===== config.mk =====
export PLATFORM = sky130hd
export DESIGN_NAME = mole_scheduler_flat
export DESIGN_NICKNAME = d
export VERILOG_FILES = /design/src/rtl/game_pkg.sv /design/src/rtl/mole_scheduler_if.sv /design/src/rtl/lfsr8.sv /design/src/rtl/mole_scheduler.sv /design/src/flat_wrapper.sv
export SDC_FILE = /design/constraint.sdc
export NUM_CORES = 1
export LEC_CHECK = 0
export ABC_AREA = 1
export CORE_ASPECT_RATIO = 1.4
export CORE_MARGIN = 8
export CORE_UTILIZATION = 55
export DETAILED_ROUTE_END_ITERATION = 10
export GPL_ROUTABILITY_DRIVEN = 1
export GPL_TIMING_DRIVEN = 0
export PLACE_DENSITY = 0.8
export SYNTH_ARGS = -nofsm -noshare
export SYNTH_HDL_FRONTEND = slang
export SYNTH_SLANG_ARGS = --single-unit

===== constraint.sdc =====
create_clock -name CLK100MHZ -period 8.4 [get_ports CLK100MHZ]
set_clock_uncertainty 0.15 [all_clocks]
set_input_delay 1.68 -clock CLK100MHZ [delete_from_list [all_inputs] [get_ports CLK100MHZ]]
set_output_delay 1.68 -clock CLK100MHZ [all_outputs]
set_load 0.05 [all_outputs]

===== src/rtl/game_pkg.sv =====
// Shared types and constants for the whack-a-mole game controller.
package game_pkg;

  localparam int unsigned HOLE_W = 4;
  localparam int unsigned LIFE_W = 28;

  typedef enum logic [1:0] {
    ST_IDLE = 2'd0,
    ST_PLAY = 2'd1,
    ST_UP   = 2'd2,
    ST_OVER = 2'd3
  } game_state_e;

  localparam logic [1:0] DIFF_EASY = 2'b00;
  localparam logic [1:0] DIFF_MED  = 2'b01;
  localparam logic [1:0] DIFF_HARD = 2'b10;

  // Right-shift Galois form of x^8+x^6+x^5+x^4+1
  localparam logic [7:0] LFSR_TAPS = 8'hB8;

  // Map a random byte to a hole, stepping past the previous hole to avoid repeats
  function automatic logic [HOLE_W-1:0] pick_hole(input logic [7:0] rnd,
                                                  input logic [HOLE_W-1:0] prev,
                                                  input int unsigned n);
    int unsigned cand;
    cand = 32'(rnd) % n;
    if (cand == 32'(prev)) cand = (cand + 1) % n;
    return HOLE_W'(cand);
  endfunction

endpackage


===== src/rtl/mole_scheduler_if.sv =====
// Control inputs and game outputs between the play layer and the mole scheduler.
interface mole_scheduler_if #(
  parameter int unsigned NUM_HOLES = 9
);
  logic                 start;
  logic                 spawn;
  logic [1:0]           difficulty;
  logic [NUM_HOLES-1:0] btn;
  logic [NUM_HOLES-1:0] mole_mask;
  logic                 hit;
  logic                 miss;
  logic [7:0]           score;
  logic [7:0]           moles_left;
  logic                 playing;
  logic                 game_over;

  modport master (
    output start, spawn, difficulty, btn,
    input  mole_mask, hit, miss, score, moles_left, playing, game_over
  );

  modport slave (
    input  start, spawn, difficulty, btn,
    output mole_mask, hit, miss, score, moles_left, playing, game_over
  );
endinterface


===== src/rtl/lfsr8.sv =====
// Free-running 8-bit Galois LFSR used as the hole-selection entropy source.
module lfsr8
  import game_pkg::*;
#(
  parameter logic [7:0] SEED = 8'hA5
) (
  input  logic       clk,
  input  logic       reset,
  output logic [7:0] value
);

  always_ff @(posedge clk) begin
    if (reset) value <= SEED;
    else       value <= {1'b0, value[7:1]} ^ (value[0] ? LFSR_TAPS : 8'h00);
  end

endmodule


===== src/rtl/mole_scheduler.sv =====
// Whack-a-mole round controller: spawns moles, times their life, scores presses.
module mole_scheduler
  import game_pkg::*;
#(
  parameter int unsigned NUM_HOLES  = 9,
  parameter int unsigned GAME_MOLES = 30,
  parameter int unsigned LIFE_EASY  = 150000000,
  parameter int unsigned LIFE_MED   = 90000000,
  parameter int unsigned LIFE_HARD  = 60000000,
  parameter logic [7:0]  LFSR_SEED  = 8'hA5
) (
  input  logic            CLK100MHZ,
  input  logic            reset,
  mole_scheduler_if.slave bus
);

  game_state_e       state;
  logic [7:0]        lfsr;
  logic [HOLE_W-1:0] prev_hole;
  logic [LIFE_W-1:0] life_cnt;

  logic [HOLE_W-1:0] hole_c;
  logic [LIFE_W-1:0] life_load_c;
  logic              press_c;
  logic              correct_c;
  logic              expire_c;

  lfsr8 #(.SEED(LFSR_SEED)) u_lfsr (
    .clk   (CLK100MHZ),
    .reset (reset),
    .value (lfsr)
  );

  assign hole_c    = pick_hole(lfsr, prev_hole, NUM_HOLES);
  assign press_c   = |bus.btn;
  assign correct_c = (bus.btn == bus.mole_mask);
  // Expire on the cycle the counter would reach zero, so the mole is up LIFE cycles
  assign expire_c  = (life_cnt <= LIFE_W'(1));

  always_comb begin
    life_load_c = LIFE_W'(LIFE_EASY);
    case (bus.difficulty)
      DIFF_MED:  life_load_c = LIFE_W'(LIFE_MED);
      DIFF_HARD: life_load_c = LIFE_W'(LIFE_HARD);
      default:   life_load_c = LIFE_W'(LIFE_EASY);
    endcase
  end

  always_ff @(posedge CLK100MHZ) begin
    if (reset) begin
      state          <= ST_IDLE;
      prev_hole      <= '0;
      life_cnt       <= '0;
      bus.mole_mask  <= '0;
      bus.hit        <= 1'b0;
      bus.miss       <= 1'b0;
      bus.score      <= 8'd0;
      bus.moles_left <= 8'(GAME_MOLES);
      bus.playing    <= 1'b0;
      bus.game_over  <= 1'b0;
    end else begin
      bus.hit  <= 1'b0;
      bus.miss <= 1'b0;
      case (state)
        ST_IDLE, ST_OVER: begin
          if (bus.start) begin
            state          <= ST_PLAY;
            bus.score      <= 8'd0;
            bus.moles_left <= 8'(GAME_MOLES);
            bus.playing    <= 1'b1;
            bus.game_over  <= 1'b0;
          end
        end
        ST_PLAY: begin
          if (bus.spawn) begin
            state         <= ST_UP;
            bus.mole_mask <= NUM_HOLES'(1) << hole_c;
            prev_hole     <= hole_c;
            life_cnt      <= life_load_c;
          end
        end
        ST_UP: begin
          life_cnt <= life_cnt - LIFE_W'(1);
          // A press outranks a simultaneous timeout
          if (press_c || expire_c) begin
            bus.mole_mask <= '0;
            life_cnt      <= '0;
            if (press_c && correct_c) begin
              bus.hit <= 1'b1;
              if (bus.score != 8'hFF) bus.score <= bus.score + 8'd1;
            end else begin
              bus.miss <= 1'b1;
            end
            bus.moles_left <= bus.moles_left - 8'd1;
            if (bus.moles_left == 8'd1) begin
              state         <= ST_OVER;
              bus.playing   <= 1'b0;
              bus.game_over <= 1'b1;
            end else begin
              state <= ST_PLAY;
            end
          end
        end
        default: state <= ST_IDLE;
      endcase
    end
  end

endmodule


===== src/flat_wrapper.sv =====
// flat-port wrapper written by rule: the top's interface ports become plain ports
module mole_scheduler_flat import game_pkg::*;
#(
  parameter int unsigned NUM_HOLES  = 9,
  parameter int unsigned GAME_MOLES = 30,
  parameter int unsigned LIFE_EASY  = 150000000,
  parameter int unsigned LIFE_MED   = 90000000,
  parameter int unsigned LIFE_HARD  = 60000000,
  parameter logic [7:0]  LFSR_SEED  = 8'hA5
)
  (CLK100MHZ, reset, bus_start, bus_spawn, bus_difficulty, bus_btn, bus_mole_mask, bus_hit, bus_miss, bus_score, bus_moles_left, bus_playing, bus_game_over);
  mole_scheduler_if #(.NUM_HOLES(NUM_HOLES)) bus_i ();
  input  logic CLK100MHZ;
  input  logic reset;
  input wire logic [$bits(bus_i.start)-1:0] bus_start;
  input wire logic [$bits(bus_i.spawn)-1:0] bus_spawn;
  input wire logic [$bits(bus_i.difficulty)-1:0] bus_difficulty;
  input wire logic [$bits(bus_i.btn)-1:0] bus_btn;
  output wire logic [$bits(bus_i.mole_mask)-1:0] bus_mole_mask;
  output wire logic [$bits(bus_i.hit)-1:0] bus_hit;
  output wire logic [$bits(bus_i.miss)-1:0] bus_miss;
  output wire logic [$bits(bus_i.score)-1:0] bus_score;
  output wire logic [$bits(bus_i.moles_left)-1:0] bus_moles_left;
  output wire logic [$bits(bus_i.playing)-1:0] bus_playing;
  output wire logic [$bits(bus_i.game_over)-1:0] bus_game_over;
  assign bus_i.start = bus_start;
  assign bus_i.spawn = bus_spawn;
  assign bus_i.difficulty = bus_difficulty;
  assign bus_i.btn = bus_btn;
  assign bus_mole_mask = bus_i.mole_mask;
  assign bus_hit = bus_i.hit;
  assign bus_miss = bus_i.miss;
  assign bus_score = bus_i.score;
  assign bus_moles_left = bus_i.moles_left;
  assign bus_playing = bus_i.playing;
  assign bus_game_over = bus_i.game_over;
  mole_scheduler #(.NUM_HOLES(NUM_HOLES), .GAME_MOLES(GAME_MOLES), .LIFE_EASY(LIFE_EASY), .LIFE_MED(LIFE_MED), .LIFE_HARD(LIFE_HARD), .LFSR_SEED(LFSR_SEED)) u_core (.CLK100MHZ(CLK100MHZ), .reset(reset), .bus(bus_i));
endmodule

; ---- Word-level counts from Yosys, hierarchy flattened
; Cells that the tools add are included.
; Widths: inputs -> output; s select.
[totals]
inputBits = 15
ff_bits = 71
word_cells = 84
output_inout_bits = 29
[op_classes]
n_eq_ne = 15
magnitude_cmp = 1
div_mod_pow = 2
addsub = 4
reduce_logical = 15
bitwise = 3
shift = 1
muxes = 32
[op_table]
columns = op, n
row1 = $pmux 28 s2, 2
row2 = $mux 28, 2
row3 = $mux 8, 7
row4 = $add 32x1->32 const B, 1
row5 = $eq 32x4->1, 1
row6 = $mod 32x4->32 const B, 1
row7 = $mod 8x4->32 const B, 1
row8 = $pmux 8 s2, 2
row9 = $le 28x1->1 const B, 1
row10 = $sub 28x1->28 const B, 1
row11 = $mux 9, 2
row12 = $pmux 9 s2, 1
row13 = $eq 9x9->1, 1
row14 = $reduce_and 3->1, 3
row15 = $reduce_or 9->1, 1
row16 = $shl 1x4->9 const A, 1
row17 = $add 8x1->8 const B, 1
row18 = $eq 8x1->1 const B, 1
row19 = $mux 1, 8
row20 = $mux 2, 4
row21 = $ne 2x1->1 const B, 4
row22 = $ne 8x8->1 const B, 1
row23 = $sub 8x1->8 const B, 1
row24 = $xor 7x8->8, 1
row25 = other kinds (16), 24

; ---- Logic depth before layout (Yosys ltp)
; Gate-level depths: netlist of the first run.
[depth]
depth_word = 7
ltp_mapped = 90
ltp_nobuf = 90

; ---- Cells and area by module
; From an unflattened synthesis of the first run, not the netlist that was laid out.
[hier_totals]
hier_cells = 1070
area_unflattened_um2 = 6568.8
[by_module_without_submodules]
columns = mod, cells_per_inst, seq_area_each_um2, area_each_um2, n_inst
row1 = mole_scheduler, 1041, 1261.2, 6323.6, 1
row2 = lfsr8, 29, 160.2, 245.2, 1

; ---- Least setup slack after synthesis of the first run
; OpenSTA, ideal clock, no wires.
[synth_timing]
path_kind = register to register
startpoint = reg u_core.u_lfsr.value[6]
endpoint = reg u_core.bus.mole_mask[7]
setup_ps = 70
synth_period_minus_slack_ps = 8267
arrival_ps = 8047
required_time_ps = 8180
n_path_buf = 1
stages_incl_launch_ff = 85
path_slack_ps = 133
path_cell_list = dfxtp_1 nor2_1 nand2_2 ha_1 inv_1 a21oi_2 nor2_4 o21ai_1 nand2_2 nand2_2 nor2_4 nand2_2 nand2_1 nand2_1 inv_1 ha_1 nand4_1 nand2_2 (+49 left out) inv_1 nand3_1 o21bai_4 nand3_4 nand2_1 nand2_1 ha_1 nor2_1 nand3_1 nand2_4 nand3_2 nand2_1 nand3_1 nand2_1 nand2_1 nor2_2 nand2_1 o21ai_1
[synth_via]
elab_chain_len = 7
elab_cells_between_ends = 8
cone_classes = add/sub: 1 / div: 2 / eq/ne: 1 / shift: 1 / mux: 3
[synth_lines]
columns = element, line_no
row1 = "start, declared", lfsr8.sv:9  ; output logic [7:0] value
row2 = "start signal, assigned", lfsr8.sv:14  ; else value <= {1'b0, value[7:1]} ^ (value[0] ? LFSR_TAPS : 8'h00);
row3 = $mod 8x4->32 (*), game_pkg.sv:26  ; cand = 32'(rnd) % n;
row4 = $add 32x1->32, game_pkg.sv:27  ; if (cand == 32'(prev)) cand = (cand + 1) % n;
row5 = $mod 32x4->32, game_pkg.sv:27
row6 = $mux 4 (*), game_pkg.sv:27
row7 = $shl 1x4->9 (*), mole_scheduler.sv:77  ; bus.mole_mask <= NUM_HOLES'(1) << hole_c;
row8 = $mux 9 (*), mole_scheduler.sv:75  ; if (bus.spawn) begin
row9 = $pmux 9 s2 (*), mole_scheduler.sv:64  ; case (state)
row10 = "end signal, assigned", mole_scheduler.sv:77
row11 = "end, declared", mole_scheduler_if.sv:24  ; output mole_mask, hit, miss, score, moles_left, playing, game_over
; Mark *: on every way between the ends. The rest lies on a longest branch, timed or not. The select of a mux whose other input is x is not followed.
; A chain may end at the register's enable or synchronous reset.

; ---- Worst setup path in the final report of the first run
[layout_timing]
startpoint = reg u_core.u_lfsr.value[5]
endpoint = reg u_core.bus.mole_mask[0]
; The elaborated chain is that of the path after synthesis.

==> results of run 1 <==
## synth_stat cells, types with 14 or more instances
library cell / count
nand2_1: 265
inv_1: 153
nor2_1: 101
nand3_1: 91
dfxtp_1: 71
nand2_2: 41
a21oi_1: 36
nand4_1: 36
o21ai_0: 33
xor2_1: 29
ha_1: 21
nor3_1: 21
a221oi_1: 14
## state kept, by name (all words and copies together) (netlist names)
register               cells
u_core.state               2
u_core.prev_hole           4
u_core.bus.miss            1
u_core.bus.hit             1
u_core.bus.score           8
u_core.bus.playing         1
u_core.life_cnt           28
u_core.u_lfsr.value        8
u_core.bus.game_over       1
u_core.bus.moles_left      8
u_core.bus.mole_mask       9
## routing by layer
layer | share of wire [%] | vias up | GRT usage, %
li1 | - | 3683 | -
met1 | 37 | 3640 | 24.8
met2 | 53 | 370 | 46.9
met3 | 5.1 | 120 | 3.06
met4 | 5.0 | 0 | 11.8
met5 | 0 | - | 0
## area by class of cell
| class | count | share of cell area, % |
|---|---|---|
| inverter | 170 | 7.31 |
| clock inverter | 5 | 0.386 |
| multi-input combinational | 797 | 58.1 |
| timing repair buffer | 122 | 12.3 |
| clock buffer | 11 | 2.77 |
| buffer | 12 | 0.743 |
| sequential | 71 | 16.3 |
| tap | 147 | 2.10 |
## worst reg2reg max path, delay by kind of cell (launching register included)
kind            cells  cell delay (ns)
compound gates      5             0.95
simple gates       54             5.69
flops               1             0.34
fa+ha+maj           4             0.73
buf+inv            12             1.19
## per-stage QoR
step                hold slack (ns)  setup slack, ns
floorplan                     0.308            0.133
global placement              0.299           -0.882
detailed placement            0.290            -1.07
CTS                           0.310           -0.191
global route                  0.325            -1.29
finish                        0.308           -0.722
## cell usage in the layout, fill, tap and decap left out, types with 33 or more instances in the layout
cell,synthesis,final
buf_4,0,72
a21oi_1,36,35
nand2_4,12,33
nand3_1,91,69
inv_1,153,144
nor2_1,101,87
nand2_2,41,68
nand2_1,265,216
nand4_1,36,36
dfxtp_1,71,69
clkdlybuf4s50_1,0,43
## timing repair
item / CTS / global route
resized for setup: 108 / 70
gates cloned: 2 / 0
pin swaps: 84 / 62
endpoints found under the setup margin: 13 / 13
buffers inserted: 56 / 25
hold buffers: 0 / 0
## kinds of logic after synthesis
group	share of synthesized area, %
buf+inv	10.7
compound gates	11.7
simple gates	46.6
xor+xnor	4.98
flops	21.9
mux	0.154
fa+ha+maj	4.04
## worst paths after layout
| path | end | slack, ns | cells past startpoint |
|---|---|---|---|
| worst min register to register | u_core.bus.game_over$_SDFFE_PP0P_ | 0.31 | 2 |
| worst min-delay path | u_core.bus.game_over$_SDFFE_PP0P_ | 0.31 | 2 |
| worst max-delay path | u_core.bus.mole_mask[0]$_SDFFE_PP0P_ | -0.72 | 75 |
| worst max register to register | u_core.bus.mole_mask[0]$_SDFFE_PP0P_ | -0.72 | 75 |
==> impl_metrics.json, run 1 <==
{
  "ys_types": 50,
  "synth_area_leaders": "dfxtp_1 22%, nand2_1 15%, inv_1 8.8%, nand3_1 7.0%, nor2_1 5.8%",
  "clk-insertion-delay-late_ns": 0.33,
  "start_kind": "flop",
  "relSlewSlack_pct": 49.3,
  "placed_area_sq_um": 7120,
  "crit_buf_inv": 12,
  "drtAntennaViolNets": 0,
  "startpoint": "u_core.u_lfsr.value[5]$_SDFF_PP1_",
  "endpoint_kind": "flop",
  "synth.top_cell.area_share_pct": 21.9,
  "crit_type": "reg -> reg",
  "register_area_sq_um": 1420,
  "track_usage_pct": 24.3,
  "io-pin-count": 44,
  "drtIter0Drc": 592,
  "synth_edf_count": 0,
  "grt_max_degree": 13,
  "stdcell_area_sq_um": 8750,
  "cts-root-buf": "clkbuf_16",
  "final-setup-viol-count": 13,
  "cts_htree_levels": 3,
  "yosysSeqAreaShare_pct": 21.9,
  "syn_inst": 1049,
  "ys.warnings.count": 0,
  "std_cell_rows": 47,
  "antenna_found_initial": 0,
  "yosys.area.top_type": "dfxtp_1",
  "port_buffers": 43,
  "multi_input_area_sq_um": 5080,
  "cts_buffers": 9,
  "min-delay-start": "u_core.bus.game_over$_SDFFE_PP0P_",
  "worstMarginPinSlew_ns": 0.742,
  "areaGrowthSynthToFinish_pct": 34.5,
  "start_util_pct": 55.6,
  "cts_max_path_buffers": 2,
  "synth_fp_nets": 1085,
  "synth_seq_cells": 71,
  "dp.cells": 1239,
  "cts_tree": "yes",
  "wl_per_cell_um": 16.1,
  "grt_overflow": 0,
  "fp.coreArea_sq_um": 11700,
  "violations": "negative setup slack",
  "slowest_delay_ns": 0.34,
  "die_w_um": 108,
  "syn_area_sq_um": 6500,
  "hold_violations": 0,
  "remaining_drc_errors": 0,
  "ys_async_sr_fraction_pct": 0,
  "crit_arrival_ns": 9.25,
  "grt_pass1_vias": 7075,
  "fin_tns_setup_ns": -8.06,
  "post-route-min-period_ns": 9.12,
  "cap_violations": 0,
  "cp_top_family": "simple AND/OR/NAND/NOR gates",
  "final.fill_count": 800,
  "path_max_fanout": 7,
  "place.gp.congestion": 0.910,
  "rsz0062_at_grt": "true",
  "wl_um": 21400,
  "drive_gt1_share_pct": 27.4,
  "max_freq_ghz": 0.110,
  "fin_cells": 1335,
  "slowest_stage": "dfxtp_2",
  "cp_common_cell": "nand2_2",
  "fin_util_pct": 74.8,
  "required_ns": 8.52,
  "vias": 7813,
  "syn_area_per_cell_sq_um": 6.20,
  "status": "finished, violations left",
  "grt_pass1_wl_um": 31600,
  "cts.sinks": 71,
  "diodes": 0,
  "die-area_sq_um": 15600,
  "fin_ws_ns": -0.722,
  "drt_pass1_iterations": 6,
  "yosys_most_used_dff": "dfxtp_1",
  "vias_per_cell": 5.85,
  "die_h_um": 145,
  "fin_crit_sh_pct": 109,
  "clk_pin_slew_ns": 0.06,
  "drv_slew": 0,
  "hold_class": "reg -> reg",
  "nets": 1219,
  "reg2reg_from": "u_core.u_lfsr.value[5]$_SDFF_PP1_",
  "dp_hpwl_um": 12600
}
Power of run 1 is not shown: default switching activity piles up to over one toggle a cycle in this logic, so the estimate is an artifact.
==> run 2: changes to the inputs <==
--- a/config.mk
+++ b/config.mk
@@ -12,7 +12,7 @@
 export DETAILED_ROUTE_END_ITERATION = 10
 export GPL_ROUTABILITY_DRIVEN = 1
 export GPL_TIMING_DRIVEN = 0
-export PLACE_DENSITY = 0.8
+export PLACE_DENSITY_LB_ADDON = 0.08
 export SYNTH_ARGS = -nofsm -noshare
 export SYNTH_HDL_FRONTEND = slang
 export SYNTH_SLANG_ARGS = --single-unit
==> impl_metrics.json, run 2 (synthesized netlist as in run 1, its figures left out) <==
{
  "cts.sinks": 71,
  "cts_tree": "yes",
  "clk_pin_slew_ns": 0.05,
  "regMostFlops": "u_core.life_cnt",
  "die_h_um": 145,
  "status": "finished, violations left",
  "fin_hold_ws_ns": 0.304,
  "cp_common_cell": "nand2_4",
  "largest_registers": "u_core.life_cnt (28), u_core.bus.mole_mask (9)",
  "hold_violations": 0,
  "most-common-layout-cells": "218 x nand2_1, 143 x inv_1, 89 x nor2_1, 71 x nand3_1, 67 x dfxtp_1",
  "drtAntennaViolNets": 0,
  "post-route-min-period_ns": 8.86,
  "endpoint_kind": "flop",
  "io-pin-count": 44,
  "multi_input_area_sq_um": 5100,
  "cts-root-buf": "clkbuf_16",
  "cts_buffers": 9,
  "slowest_stage": "dfxtp_4",
  "drv_slew": 0,
  "cts_max_path_buffers": 2,
  "grt_max_degree": 12,
  "die_w_um": 108,
  "diodes": 0,
  "fin_ws_ns": -0.461,
  "clk-insertion-delay-late_ns": 0.34,
  "register_area_sq_um": 1430,
  "track_usage_pct": 23.6,
  "die-area_sq_um": 15600,
  "cts_hold_buf": 0,
  "path_max_fanout": 6,
  "vias_per_cell": 5.49,
  "start_util_pct": 55.6,
  "crit_type": "reg -> reg",
  "grt_pass1_vias": 7117,
  "grt_pass1_wl_um": 30400,
  "relSlewSlack_pct": 49.0,
  "final-setup-viol-count": 13,
  "drt_pass1_iterations": 4,
  "std_cell_rows": 47,
  "crit_arrival_ns": 8.99,
  "drtIter0Drc": 335,
  "cts_htree_levels": 3,
  "dp_hpwl_um": 12700,
  "wl_um": 18900,
  "grt_overflow": 0,
  "required_ns": 8.53,
  "start_kind": "flop",
  "largest_reg_flops": 28,
  "antenna_found_initial": 0,
  "slowest_delay_ns": 0.35,
  "worstMarginPinSlew_ns": 0.746,
  "nets": 1208,
  "drive_gt1_share_pct": 26.5,
  "fp.coreArea_sq_um": 11700,
  "violations": "negative setup slack",
  "dpl_worst_slack_ns": -1.10,
  "hold_class": "reg -> reg",
  "final.fill_count": 891,
  "cap_violations": 0,
  "layout_commonest_cell": "nand2_1",
  "wl_per_cell_um": 14.3,
  "fin_crit_sh_pct": 105,
  "port_buffers": 43,
  "max_freq_ghz": 0.113,
  "rsz0062_at_grt": "true",
  "vias": 7255,
  "remaining_drc_errors": 0,
  "areaGrowthSynthToFinish_pct": 33.5,
  "place.gp.congestion": 0.918
}
[run 2: changes by cell type in the layout (fill, tap and decap cells not counted), moves of 2 or more]
cell / before / now
nand2_4: 33 / 37
nand2_1: 216 / 218
dfxtp_1: 69 / 67
nor2_2: 16 / 13
nand3_1: 69 / 71
buf_6: 5 / 7
nor2_1: 87 / 89
buf_4: 72 / 60
clkinvlp_4: 2 / 0
nand3_2: 22 / 20
nand2_2: 68 / 62
[run 2: repair_timing]
| item | CTS | global route |
|---|---|---|
| setup endpoints to repair | 13 | 13 |
| gates cloned | 2 | 0 |
| pin swaps | 72 | 65 |
| setup buffers | 51 | 16 |
| gates resized for setup | 110 | 76 |
[run 2: per-stage QoR]
step	instances	instance area [sq um]	TNS, ns	utilization (%)
finish	1322	8680	-4.75	74.2
global route	1322	8680	-11.75	74.2
CTS	1306	8270	-0.0557	70.7
detailed placement	1239	7120	-12.87	60.8
global placement	1239	7120	-11.37	60.8
floorplan	1049	6500	0	-
[run 2: per-layer routing]
metal  wire length (um)  vias to the layer above  share of wire (%)  GRT usage, %
li1                   -                     3655                  -             -
met1               7180                     3365                 38          22.9
met2              10500                      181                 55          46.7
met3                717                       54                3.8          3.72
met4                567                        0                3.0          10.7
met5                  0                        -                  0             0
[run 2: critical path, delay by kind of cell, from the launching register on]
| kind | cells | cell delay, ns |
|---|---|---|
| flip-flops | 1 | 0.35 |
| adder cells (fa/ha/maj) | 4 | 0.69 |
| AO/OA/AOI/OAI | 3 | 0.54 |
| AND/OR/NAND/NOR | 61 | 5.98 |
| buffers and inverters | 12 | 1.03 |
[run 2: worst paths after layout]
kind / startpoint / to / slack, ns / cells after the start
worst max-delay path: u_core.u_lfsr.value[6]$_SDFF_PP0_ / u_core.bus.mole_mask[2]$_SDFFE_PP0P_ / -0.46 / 80
worst min-delay path: u_core.bus.game_over$_SDFFE_PP0P_ / u_core.bus.game_over$_SDFFE_PP0P_ / 0.30 / 2
worst max register to register: u_core.u_lfsr.value[6]$_SDFF_PP0_ / u_core.bus.mole_mask[2]$_SDFFE_PP0P_ / -0.46 / 80
worst min register to register: u_core.bus.game_over$_SDFFE_PP0P_ / u_core.bus.game_over$_SDFFE_PP0P_ / 0.30 / 2
[run 2: cell type report]
| type | count | share of cell area, % |
|---|---|---|
| multi-input cells | 797 | 58.7 |
| flip-flops and latches | 71 | 16.5 |
| repair buffers | 111 | 11.4 |
| inverters | 170 | 7.38 |
| clock buffers | 10 | 2.64 |
| well taps | 147 | 2.12 |
| plain buffers | 12 | 0.749 |
| clock inverters | 4 | 0.562 |
Power of run 2 is left out for the same reason.
==> run 3: changes to the inputs <==
--- a/config.mk
+++ b/config.mk
@@ -6,9 +6,11 @@
 export NUM_CORES = 1
 export LEC_CHECK = 0
 export ABC_AREA = 1
+export CAP_MARGIN = 40
 export CORE_ASPECT_RATIO = 1.4
 export CORE_MARGIN = 8
 export CORE_UTILIZATION = 55
+export CTS_CLUSTER_SIZE = 28
 export DETAILED_ROUTE_END_ITERATION = 10
 export GPL_ROUTABILITY_DRIVEN = 1
 export GPL_TIMING_DRIVEN = 0
==> results of run 3 <==
The final DEF is identical to that of run 2; final timing and power are the same.
Power of run 3 is left out for the same reason.
